File: config.mk
export PLATFORM = sky130hd
export DESIGN_NAME = riscv_pipe_controller_flat
export DESIGN_NICKNAME = d
export VERILOG_FILES = /design/src/rtl/riscv_ctrl_pkg.sv /design/src/rtl/riscv_pipe_controller_if.sv /design/src/rtl/alu_decoder.sv /design/src/rtl/riscv_pipe_controller.sv /design/src/flat_wrapper.sv
export SDC_FILE = /design/constraint.sdc
export NUM_CORES = 1
export LEC_CHECK = 0
export ABC_AREA = 1
export BUFFER_PORTS_ARGS = -buffer_cell sky130_fd_sc_hd__buf_4
export CELL_PAD_IN_SITES_DETAIL_PLACEMENT = 1
export CELL_PAD_IN_SITES_GLOBAL_PLACEMENT = 2
export CORE_ASPECT_RATIO = 1.25
export CORE_MARGIN = 4
export CORE_UTILIZATION = 26
export DETAILED_ROUTE_END_ITERATION = 10
export MAX_ROUTING_LAYER = met4
export PLACE_DENSITY_LB_ADDON = 0.1
export SETUP_SLACK_MARGIN = 0.1
export SYNTH_ARGS = -nofsm -noshare
export SYNTH_HDL_FRONTEND = slang
export SYNTH_HIERARCHICAL = 1
export SYNTH_SLANG_ARGS = --single-unit
File: constraint.sdc
create_clock -name clk -period 0.8 [get_ports clk]
set_input_delay 0.04 -clock clk [delete_from_list [all_inputs] [get_ports clk]]
set_output_delay 0.04 -clock clk [all_outputs]
set_load 0.01 [all_outputs]
File: src/rtl/riscv_ctrl_pkg.sv
// Shared encodings and control bundles for the RV32I pipelined control unit.
// The ALU control enum is also consumed by the Execute-stage ALU.
package riscv_ctrl_pkg;

  localparam logic [6:0] OP_LW  = 7'b0000011;
  localparam logic [6:0] OP_SW  = 7'b0100011;
  localparam logic [6:0] OP_R   = 7'b0110011;
  localparam logic [6:0] OP_I   = 7'b0010011;
  localparam logic [6:0] OP_BEQ = 7'b1100011;
  localparam logic [6:0] OP_JAL = 7'b1101111;

  typedef enum logic [2:0] {
    ALU_ADD = 3'b000,
    ALU_SUB = 3'b001,
    ALU_AND = 3'b010,
    ALU_OR  = 3'b011,
    ALU_SLT = 3'b101
  } alu_ctrl_e;

  typedef enum logic [1:0] {
    ALUOP_ADD   = 2'b00,
    ALUOP_SUB   = 2'b01,
    ALUOP_FUNCT = 2'b10
  } alu_op_e;

  typedef enum logic [1:0] {
    RES_ALU = 2'b00,
    RES_MEM = 2'b01,
    RES_PC4 = 2'b10
  } result_src_e;

  typedef struct packed {
    logic        reg_write;
    result_src_e result_src;
    logic        mem_write;
    logic        jump;
    logic        branch;
    alu_ctrl_e   alu_ctrl;
    logic        alu_src;
  } e_ctrl_t;

  typedef struct packed {
    logic        reg_write;
    result_src_e result_src;
    logic        mem_write;
  } m_ctrl_t;

  typedef struct packed {
    logic        reg_write;
    result_src_e result_src;
  } w_ctrl_t;

  localparam e_ctrl_t E_BUBBLE = '{reg_write: 1'b0, result_src: RES_ALU, mem_write: 1'b0,
                                   jump: 1'b0, branch: 1'b0, alu_ctrl: ALU_ADD, alu_src: 1'b0};
  localparam m_ctrl_t M_BUBBLE = '{reg_write: 1'b0, result_src: RES_ALU, mem_write: 1'b0};
  localparam w_ctrl_t W_BUBBLE = '{reg_write: 1'b0, result_src: RES_ALU};

endpackage

File: src/rtl/riscv_pipe_controller_if.sv
// Decode inputs, hazard/ALU feedback and pipelined control outputs of the controller.
// master = datapath/hazard side, slave = the controller itself.
interface riscv_pipe_controller_if;
  logic [6:0] opD;
  logic [2:0] funct3D;
  logic       funct7b5D;
  logic       ZeroE;
  logic       FlushE;
  logic [1:0] ImmSrcD;
  logic [2:0] ALUControlE;
  logic       ALUSrcE;
  logic       PCSrcE;
  logic       ResultSrcE0;
  logic       RegWriteM;
  logic       MemWriteM;
  logic       RegWriteW;
  logic [1:0] ResultSrcW;

  modport master (
    output opD, funct3D, funct7b5D, ZeroE, FlushE,
    input  ImmSrcD, ALUControlE, ALUSrcE, PCSrcE, ResultSrcE0,
           RegWriteM, MemWriteM, RegWriteW, ResultSrcW
  );

  modport slave (
    input  opD, funct3D, funct7b5D, ZeroE, FlushE,
    output ImmSrcD, ALUControlE, ALUSrcE, PCSrcE, ResultSrcE0,
           RegWriteM, MemWriteM, RegWriteW, ResultSrcW
  );
endinterface

File: src/rtl/alu_decoder.sv
// Combinational ALU decode: (ALUOp, funct3, op[5], funct7[5]) -> ALU control.
// Unsupported funct3 values under ALUOp 10 raise illegal so the caller can issue a bubble.
module alu_decoder
  import riscv_ctrl_pkg::*;
(
  input  alu_op_e     alu_op,
  input  logic [2:0]  funct3,
  input  logic        op5,
  input  logic        funct7b5,
  output alu_ctrl_e   alu_ctrl,
  output logic        illegal
);

  // ALU operation select from ALUOp and function fields
  always_comb begin
    alu_ctrl = ALU_ADD;
    illegal  = 1'b0;
    case (alu_op)
      ALUOP_ADD: alu_ctrl = ALU_ADD;
      ALUOP_SUB: alu_ctrl = ALU_SUB;
      ALUOP_FUNCT: begin
        case (funct3)
          3'b000: begin
            // only R-type (op[5]=1) uses funct7[5] to mean sub; addi ignores it
            if (op5 && funct7b5) begin
              alu_ctrl = ALU_SUB;
            end else begin
              alu_ctrl = ALU_ADD;
            end
          end
          3'b010: alu_ctrl = ALU_SLT;
          3'b110: alu_ctrl = ALU_OR;
          3'b111: alu_ctrl = ALU_AND;
          default: begin
            alu_ctrl = ALU_ADD;
            illegal  = 1'b1;
          end
        endcase
      end
      default: alu_ctrl = ALU_ADD;
    endcase
  end

endmodule

File: src/rtl/riscv_pipe_controller.sv
// Five-stage RV32I control unit: Decode-stage main decode plus E/M/W control registers.
// PCSrcE and ImmSrcD are combinational; all pipeline state clears asynchronously on reset.
module riscv_pipe_controller
  import riscv_ctrl_pkg::*;
(
  input  logic                     clk,
  input  logic                     reset,
  riscv_pipe_controller_if.slave   bus
);

  e_ctrl_t     dec_e;
  logic [1:0]  imm_src;
  alu_op_e     alu_op;
  alu_ctrl_e   alu_ctrl;
  logic        alu_illegal;
  e_ctrl_t     e_d, e_q;
  m_ctrl_t     m_d, m_q;
  w_ctrl_t     w_d, w_q;
  logic [1:0]  e_res_src;
  logic [1:0]  w_res_src;

  // Main decode of the Decode-stage opcode
  always_comb begin
    dec_e   = E_BUBBLE;
    imm_src = 2'b00;
    alu_op  = ALUOP_ADD;
    case (bus.opD)
      OP_LW: begin
        dec_e.reg_write  = 1'b1;
        dec_e.alu_src    = 1'b1;
        dec_e.result_src = RES_MEM;
      end
      OP_SW: begin
        imm_src          = 2'b01;
        dec_e.alu_src    = 1'b1;
        dec_e.mem_write  = 1'b1;
      end
      OP_R: begin
        dec_e.reg_write  = 1'b1;
        alu_op           = ALUOP_FUNCT;
      end
      OP_I: begin
        dec_e.reg_write  = 1'b1;
        dec_e.alu_src    = 1'b1;
        alu_op           = ALUOP_FUNCT;
      end
      OP_BEQ: begin
        imm_src          = 2'b10;
        dec_e.branch     = 1'b1;
        alu_op           = ALUOP_SUB;
      end
      OP_JAL: begin
        imm_src          = 2'b11;
        dec_e.reg_write  = 1'b1;
        dec_e.result_src = RES_PC4;
        dec_e.jump       = 1'b1;
      end
      default: dec_e = E_BUBBLE;
    endcase
  end

  alu_decoder u_alu_decoder (
    .alu_op   (alu_op),
    .funct3   (bus.funct3D),
    .op5      (bus.opD[5]),
    .funct7b5 (bus.funct7b5D),
    .alu_ctrl (alu_ctrl),
    .illegal  (alu_illegal)
  );

  // Next E contents: flushes and unsupported funct3 both become a bubble
  always_comb begin
    e_d = E_BUBBLE;
    if (bus.FlushE || alu_illegal) begin
      e_d = E_BUBBLE;
    end else begin
      e_d          = dec_e;
      e_d.alu_ctrl = alu_ctrl;
    end
  end

  // Next M and W contents simply advance the older stage
  always_comb begin
    m_d = '{reg_write: e_q.reg_write, result_src: e_q.result_src, mem_write: e_q.mem_write};
    w_d = '{reg_write: m_q.reg_write, result_src: m_q.result_src};
  end

  // E/M/W control pipeline registers
  always_ff @(posedge clk or posedge reset) begin
    if (reset) begin
      e_q <= E_BUBBLE;
      m_q <= M_BUBBLE;
      w_q <= W_BUBBLE;
    end else begin
      e_q <= e_d;
      m_q <= m_d;
      w_q <= w_d;
    end
  end

  assign e_res_src       = e_q.result_src;
  assign w_res_src       = w_q.result_src;

  assign bus.ImmSrcD     = imm_src;
  assign bus.ALUControlE = e_q.alu_ctrl;
  assign bus.ALUSrcE     = e_q.alu_src;
  assign bus.PCSrcE      = (e_q.branch & bus.ZeroE) | e_q.jump;
  assign bus.ResultSrcE0 = e_res_src[0];
  assign bus.RegWriteM   = m_q.reg_write;
  assign bus.MemWriteM   = m_q.mem_write;
  assign bus.RegWriteW   = w_q.reg_write;
  assign bus.ResultSrcW  = w_res_src;

endmodule

File: src/flat_wrapper.sv
// flat-port wrapper written by rule: the top's interface ports become plain ports
module riscv_pipe_controller_flat import riscv_ctrl_pkg::*;
  (clk, reset, bus_opD, bus_funct3D, bus_funct7b5D, bus_ZeroE, bus_FlushE, bus_ImmSrcD, bus_ALUControlE, bus_ALUSrcE, bus_PCSrcE, bus_ResultSrcE0, bus_RegWriteM, bus_MemWriteM, bus_RegWriteW, bus_ResultSrcW);
  riscv_pipe_controller_if bus_i ();
  input  logic clk;
  input  logic reset;
  input wire logic [$bits(bus_i.opD)-1:0] bus_opD;
  input wire logic [$bits(bus_i.funct3D)-1:0] bus_funct3D;
  input wire logic [$bits(bus_i.funct7b5D)-1:0] bus_funct7b5D;
  input wire logic [$bits(bus_i.ZeroE)-1:0] bus_ZeroE;
  input wire logic [$bits(bus_i.FlushE)-1:0] bus_FlushE;
  output wire logic [$bits(bus_i.ImmSrcD)-1:0] bus_ImmSrcD;
  output wire logic [$bits(bus_i.ALUControlE)-1:0] bus_ALUControlE;
  output wire logic [$bits(bus_i.ALUSrcE)-1:0] bus_ALUSrcE;
  output wire logic [$bits(bus_i.PCSrcE)-1:0] bus_PCSrcE;
  output wire logic [$bits(bus_i.ResultSrcE0)-1:0] bus_ResultSrcE0;
  output wire logic [$bits(bus_i.RegWriteM)-1:0] bus_RegWriteM;
  output wire logic [$bits(bus_i.MemWriteM)-1:0] bus_MemWriteM;
  output wire logic [$bits(bus_i.RegWriteW)-1:0] bus_RegWriteW;
  output wire logic [$bits(bus_i.ResultSrcW)-1:0] bus_ResultSrcW;
  assign bus_i.opD = bus_opD;
  assign bus_i.funct3D = bus_funct3D;
  assign bus_i.funct7b5D = bus_funct7b5D;
  assign bus_i.ZeroE = bus_ZeroE;
  assign bus_i.FlushE = bus_FlushE;
  assign bus_ImmSrcD = bus_i.ImmSrcD;
  assign bus_ALUControlE = bus_i.ALUControlE;
  assign bus_ALUSrcE = bus_i.ALUSrcE;
  assign bus_PCSrcE = bus_i.PCSrcE;
  assign bus_ResultSrcE0 = bus_i.ResultSrcE0;
  assign bus_RegWriteM = bus_i.RegWriteM;
  assign bus_MemWriteM = bus_i.MemWriteM;
  assign bus_RegWriteW = bus_i.RegWriteW;
  assign bus_ResultSrcW = bus_i.ResultSrcW;
  riscv_pipe_controller u_core (.clk(clk), .reset(reset), .bus(bus_i));
endmodule
==> summary.txt, run 1 <==
Post-detailed-route DRC marker count: 0
Top cells by area, synth: dfrtp_1 52%, nand2_1 8.7%, inv_1 8.2%, nor2_2 4.8%, nor2_1 3.9%
Minimum setup slack after placement: -0.5276 ns
Initial core utilization: 28.07%
Maximum cell stage delay along the critical path: 0.39 ns
Count of antenna-violating nets left after detailed routing: 0
Via density per instance: 4.128
Relative slew margins: 78.26%
Net Sw Power: 374.7 uW
Hold Path Cell Cnt: 4
1st-iter DRT viols: 1
Clock insertion delay at the later pin of the skew report: 0.27 ns
Clock input transition at the sequential cells of the worst setup and hold paths: 0.08 ns
Global Route Usage Sum: 10.20%
Setup Viol. Count Final: 21
First drt pass iteration count: 3
Total number of H-tree levels: 1
Total clock sinks: 16
Worst setup path category: flop to output pin
Routed wire length: 1832 um
Standard-cell rows: 21
Kind of cell with the highest combined delay on the critical path: flip-flops
Placed instance count: 161
Worst-margin pin slew: 0.3249 ns
Share of total power in combinational logic: 20.3%
GP Congestion: 0.7708
Largest area contributor in the synthesized netlist: dfrtp_1
Fraction of layout instances using a drive strength above 1: 73.97%
Critical Path, Cell by Cell: a21o_1, buf_6
Number of enable flip-flop cells after synthesis: 0
Power per unit of standard cell area: 1073 nW/um^2
Buffer levels on the longest clock path: 2
Proportion of register bits with asynchronous set or reset after synthesis: 100.0%
Critical-path maximum fanout: 2
Growth of design area from synthesis to finish: 96.93%
Final cell count without fillers: 180
CP endpoint kind: output pin
Unrepaired setup endpoints after global routing: true
Sequential area share after synthesis: 51.70%
Height of the chip: 69.02 um
Critical Path Slowest Stage Cell: dfrtp_1
Wire length of the first global-routing pass: 3132 um
Area of the die: 3921 um^2
Switching Share: 22.90%
Leading cell types by count after synthesis: 18 x nand2_1, 17 x inv_1, 16 x dfrtp_1, 8 x nor2_1, 6 x nor2_2
Count of vias placed by the detailed router: 743
Clock tree from TritonCTS: yes
Worst-case setup margin in the final layout: -0.1824 ns
Worst hold path type: input pin to flop
Cells after synthesis: 88
Register-to-register setup slack: 0.18 ns
Hold Violations, Final: 0
Period utilisation layout: 122.8%
Post-Route Skew: 0.0003210 ns
Yosys top cell area share: 51.70%
Most frequent cell after synthesis: nand2_1
Clock buffer count from CTS: 3
Buffering stage count on the worst path with inverters included: 1
Area of the mapped netlist: 774.5 um^2
Required time worst endpoint: 0.76 ns
Number of register bits inferred by synthesis: 16
Run status: finished with violations
Warning count from the yosys run: 6
R2R depth: 1
Pin count of the biggest net entering global routing: 10
Number of port buffers: 27
Standard cell core area: 2759 um^2
Final Max Tran Viols: 0
Synthesized area divided by synthesized cell count: 8.801 um^2
Synthesized netlist net count: 105
Worst hold endpoint: u_core/e_q[6]$_DFF_PP0_
Failing checks: setup timing
Worst flop-to-flop path startpoint: u_core/e_res_src[0]$_DFF_PP0_
Sequential fraction of design power: 49.7%
R2r endpoint: u_core/m_q[1]$_DFF_PP0_
Internal power of the cells: 1262 uW
Max cap viols: 0
Via count of the first global-routing pass: 770
Master cell of the clock root buffer: clkbuf_4
Antenna diode count: 0
Ys flop type: dfrtp_1
Origin of the worst min-delay path: bus_FlushE
Clock network power share: 30.0%
Ports placed on the boundary: 28
Peak supply drop: 0.0006966 V
Detail-routed net length per standard cell: 10.18 um
Chip Width: 56.82 um
Data arrival, critical path: 0.94 ns
Crit start category: flop
Nets@finish: 164
Post-detailed-placement half-perimeter wirelength: 1388 um
Achievable Freq: 1018 MHz
Sum of overflow across all layers after global routing: 0
Number of fill cells in the layout: 315
Static Leak: 0.0008190 uW
Number of antenna violations at the first check in global routing: 0
Shortest period the worst path allows: 0.9824 ns
Yosys cell types: 18
==> layer usage <==
metal | track usage (%) | wire length (um) | vias to the layer above
met4 | 6.186 | 18 | 0
met2 | 18.25 | 1051 | 19
met1 | 10.28 | 657 | 353
met5 | - | 0 | -
li1 | - | - | 369
met3 | 1.306 | 104 | 2
==> state kept, by name (all words and copies together) (netlist names), 2 cells and up <==
name,count
u_core/m_q,2
u_core/bus.ResultSrcW,2
u_core/bus.ALUControlE,3
u_core/e_q,4
==> worst min-delay path: cells and delay by family <==
kind / cells / cell delay, ns
AND/OR/NAND/NOR: 2 / 0.14
buffers and inverters: 2 / 0.14
==> power groups by stage <==
stage	clock [uW]	sequential, uW	combinational [uW]
2_1_floorplan	0	830	101
3_3_place_gp	0	829	241
3_5_place_dp	0	829	246
4_1_cts	520	813	305
5_1_grt	567	814	364
6_report	491	813	333
==> cells by family after synthesis <==
logic type	share of synthesized area [%]
AO/OA/AOI/OAI	0.9697
AND/OR/NAND/NOR	30.21
adder cells (fa/ha/maj)	3.231
flip-flops	51.70
buffers and inverters	13.89
==> area by class of cell <==
type	instances	area (um^2)	share of cell area, %
well taps	34	42.54	2.789
inverters	22	110.1	7.219
clock buffers	4	36.28	2.379
repair buffers	56	510.5	33.47
flip-flops and latches	16	400.4	26.25
multi-input cells	48	425.4	27.89
==> metrics by stage <==
| step | hold WS [ns] | utilization (%) | setup TNS, ns | power, uW | instance area, um^2 |
|---|---|---|---|---|---|
| global placement | -0.01156 | 42.90 | -4.040 | 1069 | 1184 |
| CTS | 0.04023 | 51.70 | -1.167 | 1638 | 1426 |
| global route | 0.07061 | 55.28 | -2.681 | 1744 | 1525 |
| floorplan | -0.04626 | - | -2.226 | 930.9 | 848.3 |
| detailed placement | -0.002983 | 42.90 | -4.210 | 1074 | 1184 |
| finish | 0.08081 | 55.28 | -1.332 | 1636 | 1525 |
==> how the worst max path moves through the flow <==
stage,startpoint,endpoint,slack (ns),cells after the start
6_report,u_core/e_q[5]$_DFF_PP0_,bus_PCSrcE,-0.18,2
3_3_place_gp,bus_opD[3],u_core/e_q[9]$_DFF_PP0_,-0.52,15
2_1_floorplan,bus_opD[2],u_core/e_q[9]$_DFF_PP0_,-0.31,11
4_1_cts,u_core/e_q[5]$_DFF_PP0_,bus_PCSrcE,-0.21,2
5_1_grt,u_core/e_q[5]$_DFF_PP0_,bus_PCSrcE,-0.24,2
3_5_place_dp,bus_opD[3],u_core/e_q[9]$_DFF_PP0_,-0.53,15
==> placed cells by master (no fill, tap or decap), types with 2 or more instances in the layout <==
cell,count
inv_2,11
inv_1,6
nor2_2,4
nor3_2,3
clkbuf_4,3
buf_6,16
nand2_2,6
buf_8,2
buf_4,36
inv_4,3
dfrtp_1,16
nor2_4,10
nand2_4,5
nand2_1,11
==> timing repair <==
action | 4_1_cts | 5_1_grt
setup buffers | 11 | 6
gates cloned | 1 | 0
pin swaps | 18 | 13
hold buffers | 1 | 0
hold endpoints to repair | 16 | 0
setup endpoints to repair | 22 | 31
gates resized for setup | 32 | 23
Power figures use the tool's default switching activity.
==> inputs of run 2 (changes only) <==
- CORE_ASPECT_RATIO: 1.25 -> 0.8
- GPL_TIMING_DRIVEN: unset -> 0
==> run 2 against run 1 <==
The run ends with hold timing, setup timing left. Cell area is 7.4% lower. Combinational power is 12% lower. Maximum frequency is 5.2% lower. Utilization is 5.0 points lower. Critical path type is now input pin to flop. Largest power group unchanged.
==> summary.txt, run 2 (synthesized netlist as in run 1, its figures left out) <==
Register-to-register setup slack: 0.29 ns (was 0.18 ns)
Number of port buffers: 27 (unchanged)
Run status: finished with violations (unchanged)
Chip Width: 69.02 um (was 56.82 um)
Master cell of the clock root buffer: clkbuf_8 (was clkbuf_4)
Count of antenna-violating nets left after detailed routing: 0 (unchanged)
Required time worst endpoint: 0.98 ns (was 0.76 ns)
Switching Share: 21.89% (was 22.90%)
Buffer levels on the longest clock path: 2 (unchanged)
Detail-routed net length per standard cell: 11.05 um (was 10.18 um)
Hold Violations, Final: 16 (was 0)
Placed instance count: 153 (was 161)
Failing checks: hold timing, setup timing (was setup timing)
Shortest period the worst path allows: 1.036 ns (was 0.9824 ns)
Worst-case setup margin in the final layout: -0.2363 ns (was -0.1824 ns)
Sum of overflow across all layers after global routing: 0 (unchanged)
Minimum setup slack after placement: -0.6263 ns (was -0.5276 ns)
Most frequent standard cell in the layout excluding fill and tap cells: buf_4 (unchanged)
Max cap viols: 0 (unchanged)
Ports placed on the boundary: 28 (unchanged)
Setup Total Neg Slack: -1.719 ns (was -1.332 ns)
Data arrival, critical path: 1.21 ns (was 0.94 ns)
Flip-flop count of the largest register, all copies and words added: 4 (unchanged)
Total number of H-tree levels: 1 (unchanged)
Finished layout cell area: 1413 um^2 (was 1525 um^2)
Static Leak: 0.0007677 uW (was 0.0008190 uW)
Critical-path maximum fanout: 8 (was 2)
Via density per instance: 3.971 (was 4.128)
Area of the die: 3921 um^2 (unchanged)
Nets@finish: 151 (was 164)
Final Max Tran Viols: 0 (unchanged)
First drt pass iteration count: 2 (was 3)
Fraction of layout instances using a drive strength above 1: 67.67% (was 73.97%)
Kind of cell with the highest combined delay on the critical path: simple AND/OR/NAND/NOR gates (was flip-flops)
Final Hold Slack: -0.1453 ns (was 0.08081 ns)
Top library cells by usage in the layout, fill and taps aside: 28 x buf_4, 16 x dfrtp_1, 13 x buf_6, 13 x nand2_1, 10 x inv_2 (was 36 x buf_4, 16 x buf_6, 16 x dfrtp_1)
R2R depth: 0 (was 1)
Global Route Usage Sum: 10.91% (was 10.20%)
Worst-margin pin slew: 0.5585 ns (was 0.3249 ns)
Clock insertion delay at the later pin of the skew report: 0.24 ns (was 0.27 ns)
Relative slew margins: 62.73% (was 78.26%)
Most common cell type on the critical path: inv_2
Placed instance area: 1099 um^2 (was 1184 um^2)
Post-detailed-placement half-perimeter wirelength: 1333 um (was 1388 um)
Number of antenna violations at the first check in global routing: 0 (unchanged)
Clock buffer count from CTS: 3 (unchanged)
Standard-cell rows: 17 (was 21)
Wire length of the first global-routing pass: 3346 um (was 3132 um)
Via count of the first global-routing pass: 796 (was 770)
Routed wire length: 1889 um (was 1832 um)
Height of the chip: 56.82 um (was 69.02 um)
Register bank with the most flops: u_core/e_q (unchanged)
Post-detailed-route DRC marker count: 0 (unchanged)
Antenna diode count: 0 (unchanged)
R2r endpoint: u_core/m_q[1]$_DFF_PP0_ (unchanged)
Net Sw Power: 389.6 uW (was 374.7 uW)
Clock input transition at the sequential cells of the worst setup and hold paths: 0.06 ns (was 0.08 ns)
1st-iter DRT viols: 5 (was 1)
Achievable Freq: 965.0 MHz (was 1018 MHz)
Buffering stage count on the worst path with inverters included: 5 (was 1)
Pin count of the biggest net entering global routing: 17 (was 10)
Initial core utilization: 27.58% (was 28.07%)
Worst setup path category: input pin to flop (was flop to output pin)
Count of vias placed by the detailed router: 679 (was 743)
Number of fill cells in the layout: 322 (was 315)
Growth of design area from synthesis to finish: 82.39% (was 96.93%)
Area of the multi-input gates: 399.1 um^2 (was 425.4 um^2)
Sequential fraction of design power: 45.8% (was 49.7%)
Total clock sinks: 16 (unchanged)
Standard cell core area: 2808 um^2 (was 2759 um^2)
Period utilisation layout: 129.5% (was 122.8%)
Unrepaired setup endpoints after global routing: true (unchanged)
Worst flop-to-flop path startpoint: u_core/e_res_src[0]$_DFF_PP0_ (unchanged)
Post-Route Skew: 0.0009102 ns (was 0.0003210 ns)
Critical Path Slowest Stage Cell: ha_4 (was dfrtp_1)
Setup Viol. Count Final: 11 (was 21)
Power per unit of standard cell area: 1260 nW/um^2 (was 1073 nW/um^2)
Clock network power share: 37.8% (was 30.0%)
Peak supply drop: 0.0005008 V (was 0.0006966 V)
Crit start category: input pin (was flop)
Final cell count without fillers: 171 (was 180)
Seq. cell area: 400.4 um^2 (unchanged)
Clock tree from TritonCTS: yes (unchanged)
CP endpoint kind: flop (was output pin)
Internal power of the cells: 1390 uW (was 1262 uW)
GP Congestion: 0.7121 (was 0.7708)
Maximum cell stage delay along the critical path: 0.16 ns (was 0.39 ns)
Share of total power in combinational logic: 16.4% (was 20.3%)
Critical Path, Cell by Cell: buf_8, inv_2, nand2_2, nor2_4, nand2_4, inv_2, inv_2, ha_4, nand2_2, nor2_2, inv_2, nand2_8, nor2_4, nand3_2, nand2_1 (was a21o_1, buf_6)
Worst hold path type: input pin to asynchronous set/reset pin (was input pin to flop)
Source of the critical timing path: bus_opD[2] (was u_core/e_q[5]$_DFF_PP0_)
-- run 2: stage by stage --
stage | power, uW | utilization [%]
final | 1779 | 50.31
after global routing | 1877 | 50.31
after CTS | 1779 | 47.15
after detailed placement | 1032 | 39.13
after global placement | 1027 | 39.13
after floorplan | 930.9 | -
-- run 2: power groups by stage --
stage	logic (uW)	registers [uW]	clock network (uW)
CTS	261	815	703
global placement	198	829	0
finish	292	815	672
global route	322	814	741
detailed placement	203	829	0
floorplan	101	830	0
-- run 2: final cells by class --
type | instances | share of cell area [%]
multi-input combinational | 47 | 28.26
tap | 38 | 3.366
clock buffer | 4 | 3.897
sequential | 16 | 28.34
timing repair buffer | 44 | 28.79
inverter | 22 | 7.352
-- run 2: how the worst max path moves through the flow --
stage                                         end  cells after the start
after global routing      u_core/e_q[9]$_DFF_PP0_                     15
after detailed placement  u_core/e_q[9]$_DFF_PP0_                     15
after floorplan           u_core/e_q[9]$_DFF_PP0_                     11
after CTS                 u_core/e_q[9]$_DFF_PP0_                     15
final                     u_core/e_q[9]$_DFF_PP0_                     15
after global placement    u_core/e_q[9]$_DFF_PP0_                     15
-- run 2: repair_timing --
action,in CTS,in global routing
pin swaps,23,11
buffers inserted,13,4
setup endpoints to repair,22,22
gates resized for setup,23,17
cloned,0,0
endpoints found under the hold margin,16,16
-- run 2: layer usage --
metal / share of wire, % / vias up / GRT usage [%] / routed length [um]
li1: - / 343 / - / -
met1: 41 / 318 / 11.73 / 772
met2: 54 / 16 / 19.16 / 1026
met3: 3.7 / 2 / 1.610 / 70
met4: 1.0 / 0 / 6.407 / 19
met5: 0 / - / - / 0
==> inputs of run 3 (changes only) <==
- SKIP_LAST_GASP: unset -> 1
==> run 3 against run 2 <==
The flow still finishes with violations (hold timing, setup timing). Largest cell class unchanged. Sequential cell count unchanged. Via count unchanged. Cell area decreased by 0.35%. Critical path depth unchanged. Critical endpoint unchanged. Register-to-register slack about the same. Highest routed layer unchanged.
==> summary.txt, run 3 (synthesized netlist as in run 1, its figures left out) <==
Routed wire length: 1892 um (was 1889 um)
Relative slew margins: 62.70% (was 62.73%)
Static Leak: 0.0007699 uW (was 0.0007677 uW)
Clock tree from TritonCTS: yes (unchanged)
Post-route total power: 1778 uW (was 1779 uW)
R2r endpoint: u_core/m_q[1]$_DFF_PP0_ (unchanged)
Post-detailed-placement half-perimeter wirelength: 1333 um (unchanged)
Number of port buffers: 27 (unchanged)
Worst-margin pin slew: 0.5588 ns (was 0.5585 ns)
Shortest period the worst path allows: 1.036 ns (about the same)
Period utilisation layout: 129.5% (about the same)
Fraction of layout instances using a drive strength above 1: 66.92% (was 67.67%)
Count of vias placed by the detailed router: 679 (unchanged)
Number of antenna violations at the first check in global routing: 0 (unchanged)
Failing checks: hold timing, setup timing (unchanged)
First drt pass iteration count: 2 (unchanged)
Worst setup path endpoint: u_core/e_q[9]$_DFF_PP0_ (unchanged)
GP Congestion: 0.7121 (unchanged)
Flip-flop count of the largest register, all copies and words added: 4 (unchanged)
Critical-path maximum fanout: 8 (unchanged)
Sum of overflow across all layers after global routing: 0 (unchanged)
Growth of design area from synthesis to finish: 81.74% (was 82.39%)
1st-iter DRT viols: 6 (was 5)
Finished layout cell area: 1408 um^2 (was 1413 um^2)
Post-Route Skew: 0.0008712 ns (was 0.0009102 ns)
Detail-routed net length per standard cell: 11.06 um (was 11.05 um)
Max cap viols: 0 (unchanged)
Peak supply drop: 0.0005009 V (was 0.0005008 V)
Hold Violations, Final: 16 (unchanged)
Power per unit of standard cell area: 1263 nW/um^2 (was 1260 nW/um^2)
Total number of H-tree levels: 1 (unchanged)
Number of fill cells in the layout: 322 (unchanged)
Data arrival, critical path: 1.21 ns (about the same)
Standard cell core area: 2808 um^2 (unchanged)
Total clock sinks: 16 (unchanged)
Worst-case setup margin in the final layout: -0.2362 ns (was -0.2363 ns)
Via density per instance: 3.971 (unchanged)
Source of the critical timing path: bus_opD[2] (unchanged)
Initial core utilization: 27.58% (unchanged)
Clock insertion delay at the later pin of the skew report: 0.24 ns (about the same)
Buffer levels on the longest clock path: 2 (unchanged)
Ports placed on the boundary: 28 (unchanged)
Count of antenna-violating nets left after detailed routing: 0 (unchanged)
Final Max Tran Viols: 0 (unchanged)
Most frequent standard cell in the layout excluding fill and tap cells: buf_4 (unchanged)
Post-detailed-route DRC marker count: 0 (unchanged)
R2R depth: 0 (unchanged)
Via count of the first global-routing pass: 796 (unchanged)
Register-to-register setup slack: 0.29 ns (about the same)
Master cell of the clock root buffer: clkbuf_8 (unchanged)
Chip Width: 69.02 um (unchanged)
Pin count of the biggest net entering global routing: 17 (unchanged)
Register bank with the most flops: u_core/e_q (unchanged)
Standard-cell rows: 17 (unchanged)
Height of the chip: 56.82 um (unchanged)
Clock buffer count from CTS: 3 (unchanged)
Wire length of the first global-routing pass: 3346 um (unchanged)
Final Hold Slack: -0.1452 ns (was -0.1453 ns)
Achievable Freq: 965.1 MHz (was 965.0 MHz)
Worst hold path type: input pin to asynchronous set/reset pin (unchanged)
Setup Total Neg Slack: -1.719 ns (about the same)
Worst setup path category: input pin to flop (unchanged)
Nets@finish: 151 (unchanged)
Area of the die: 3921 um^2 (unchanged)
CP endpoint kind: flop (unchanged)
Setup Viol. Count Final: 11 (unchanged)
Placed instance area: 1099 um^2 (unchanged)
Run status: finished with violations (unchanged)
Minimum setup slack after placement: -0.6263 ns (unchanged)
Worst flop-to-flop path startpoint: u_core/e_res_src[0]$_DFF_PP0_ (unchanged)
Crit start category: input pin (unchanged)
Antenna diode count: 0 (unchanged)
Unrepaired setup endpoints after global routing: true (unchanged)
Required time worst endpoint: 0.98 ns (about the same)
Clock input transition at the sequential cells of the worst setup and hold paths: 0.06 ns (about the same)
Global Route Usage Sum: 10.91% (unchanged)
Top library cells by usage in the layout, fill and taps aside: 28 x buf_4, 16 x dfrtp_1, 13 x buf_6, 13 x nand2_1, 10 x inv_1 (was 28 x buf_4, 16 x dfrtp_1, 13 x buf_6, 13 x nand2_1, 10 x inv_2)
-- run 3: cell types whose count changed in the layout (fill, tap and decap cells not counted) --
cell    previous run  this run
inv_1              9        10
inv_2             10         9
nor2_2             4         5
nor2_4             8         7
-- run 3: where the power goes --
| group | internal (uW) | switching, uW | total, uW |
|---|---|---|---|
| Sequential | 813 | 1.55 | 815 |
| Clock | 435 | 238 | 673 |
| Combinational | 141 | 150 | 291 |
-- run 3: worst min-delay path by stage --
stage          startpoint                                  end  slack [ns]
2_1_floorplan       reset  u_core/bus.ALUControlE[0]$_DFF_PP0_       -0.05
3_3_place_gp        reset   u_core/bus.ResultSrcW[1]$_DFF_PP0_        0.13
3_5_place_dp        reset       u_core/bus.MemWriteM$_DFF_PP0_        0.14
4_1_cts             reset   u_core/bus.ResultSrcW[0]$_DFF_PP0_       -0.12
5_1_grt             reset       u_core/bus.MemWriteM$_DFF_PP0_       -0.09
6_report            reset              u_core/m_q[1]$_DFF_PP0_       -0.15
-- run 3: per-stage QoR --
| step | utilization, % | std cells |
|---|---|---|
| global placement | 39.13 | 153 |
| floorplan | - | 88 |
| CTS | 47.15 | 167 |
| detailed placement | 39.13 | 153 |
| finish | 50.13 | 171 |
| global route | 50.13 | 171 |
-- run 3: what timing repair did --
action | CTS | global route
pin swaps | 23 | 11
gates resized for setup | 23 | 15
endpoints found under the setup margin | 22 | 22
hold endpoints to repair | 16 | 16
setup buffers | 13 | 4
-- run 3: cell type report --
| cell class | instances | area, um^2 | area share [%] |
|---|---|---|---|
| flip-flops and latches | 16 | 400.4 | 28.44 |
| repair buffers | 44 | 406.6 | 28.89 |
| well taps | 38 | 47.55 | 3.378 |
| inverters | 22 | 103.9 | 7.378 |
| multi-input cells | 47 | 394.1 | 28.00 |
| clock buffers | 4 | 55.05 | 3.911 |
-- run 3: per-layer routing --
metal	up-vias	track usage (%)	routed length (um)
met1	318	11.73	773
met4	0	6.407	19
met5	-	-	0
met2	16	19.16	1028
met3	2	1.610	70
li1	343	-	-
-- run 3: critical path: stages --
cell and delay, ns:
buf_8 0.10, inv_2 0.04, nand2_2 0.06, nor2_4 0.11
nand2_4 0.06, inv_2 0.06, inv_2 0.04, ha_4 0.16
nand2_2 0.05, nor2_2 0.04, inv_2 0.09, nand2_8 0.09
nor2_4 0.12, nand3_2 0.07, nand2_1 0.07
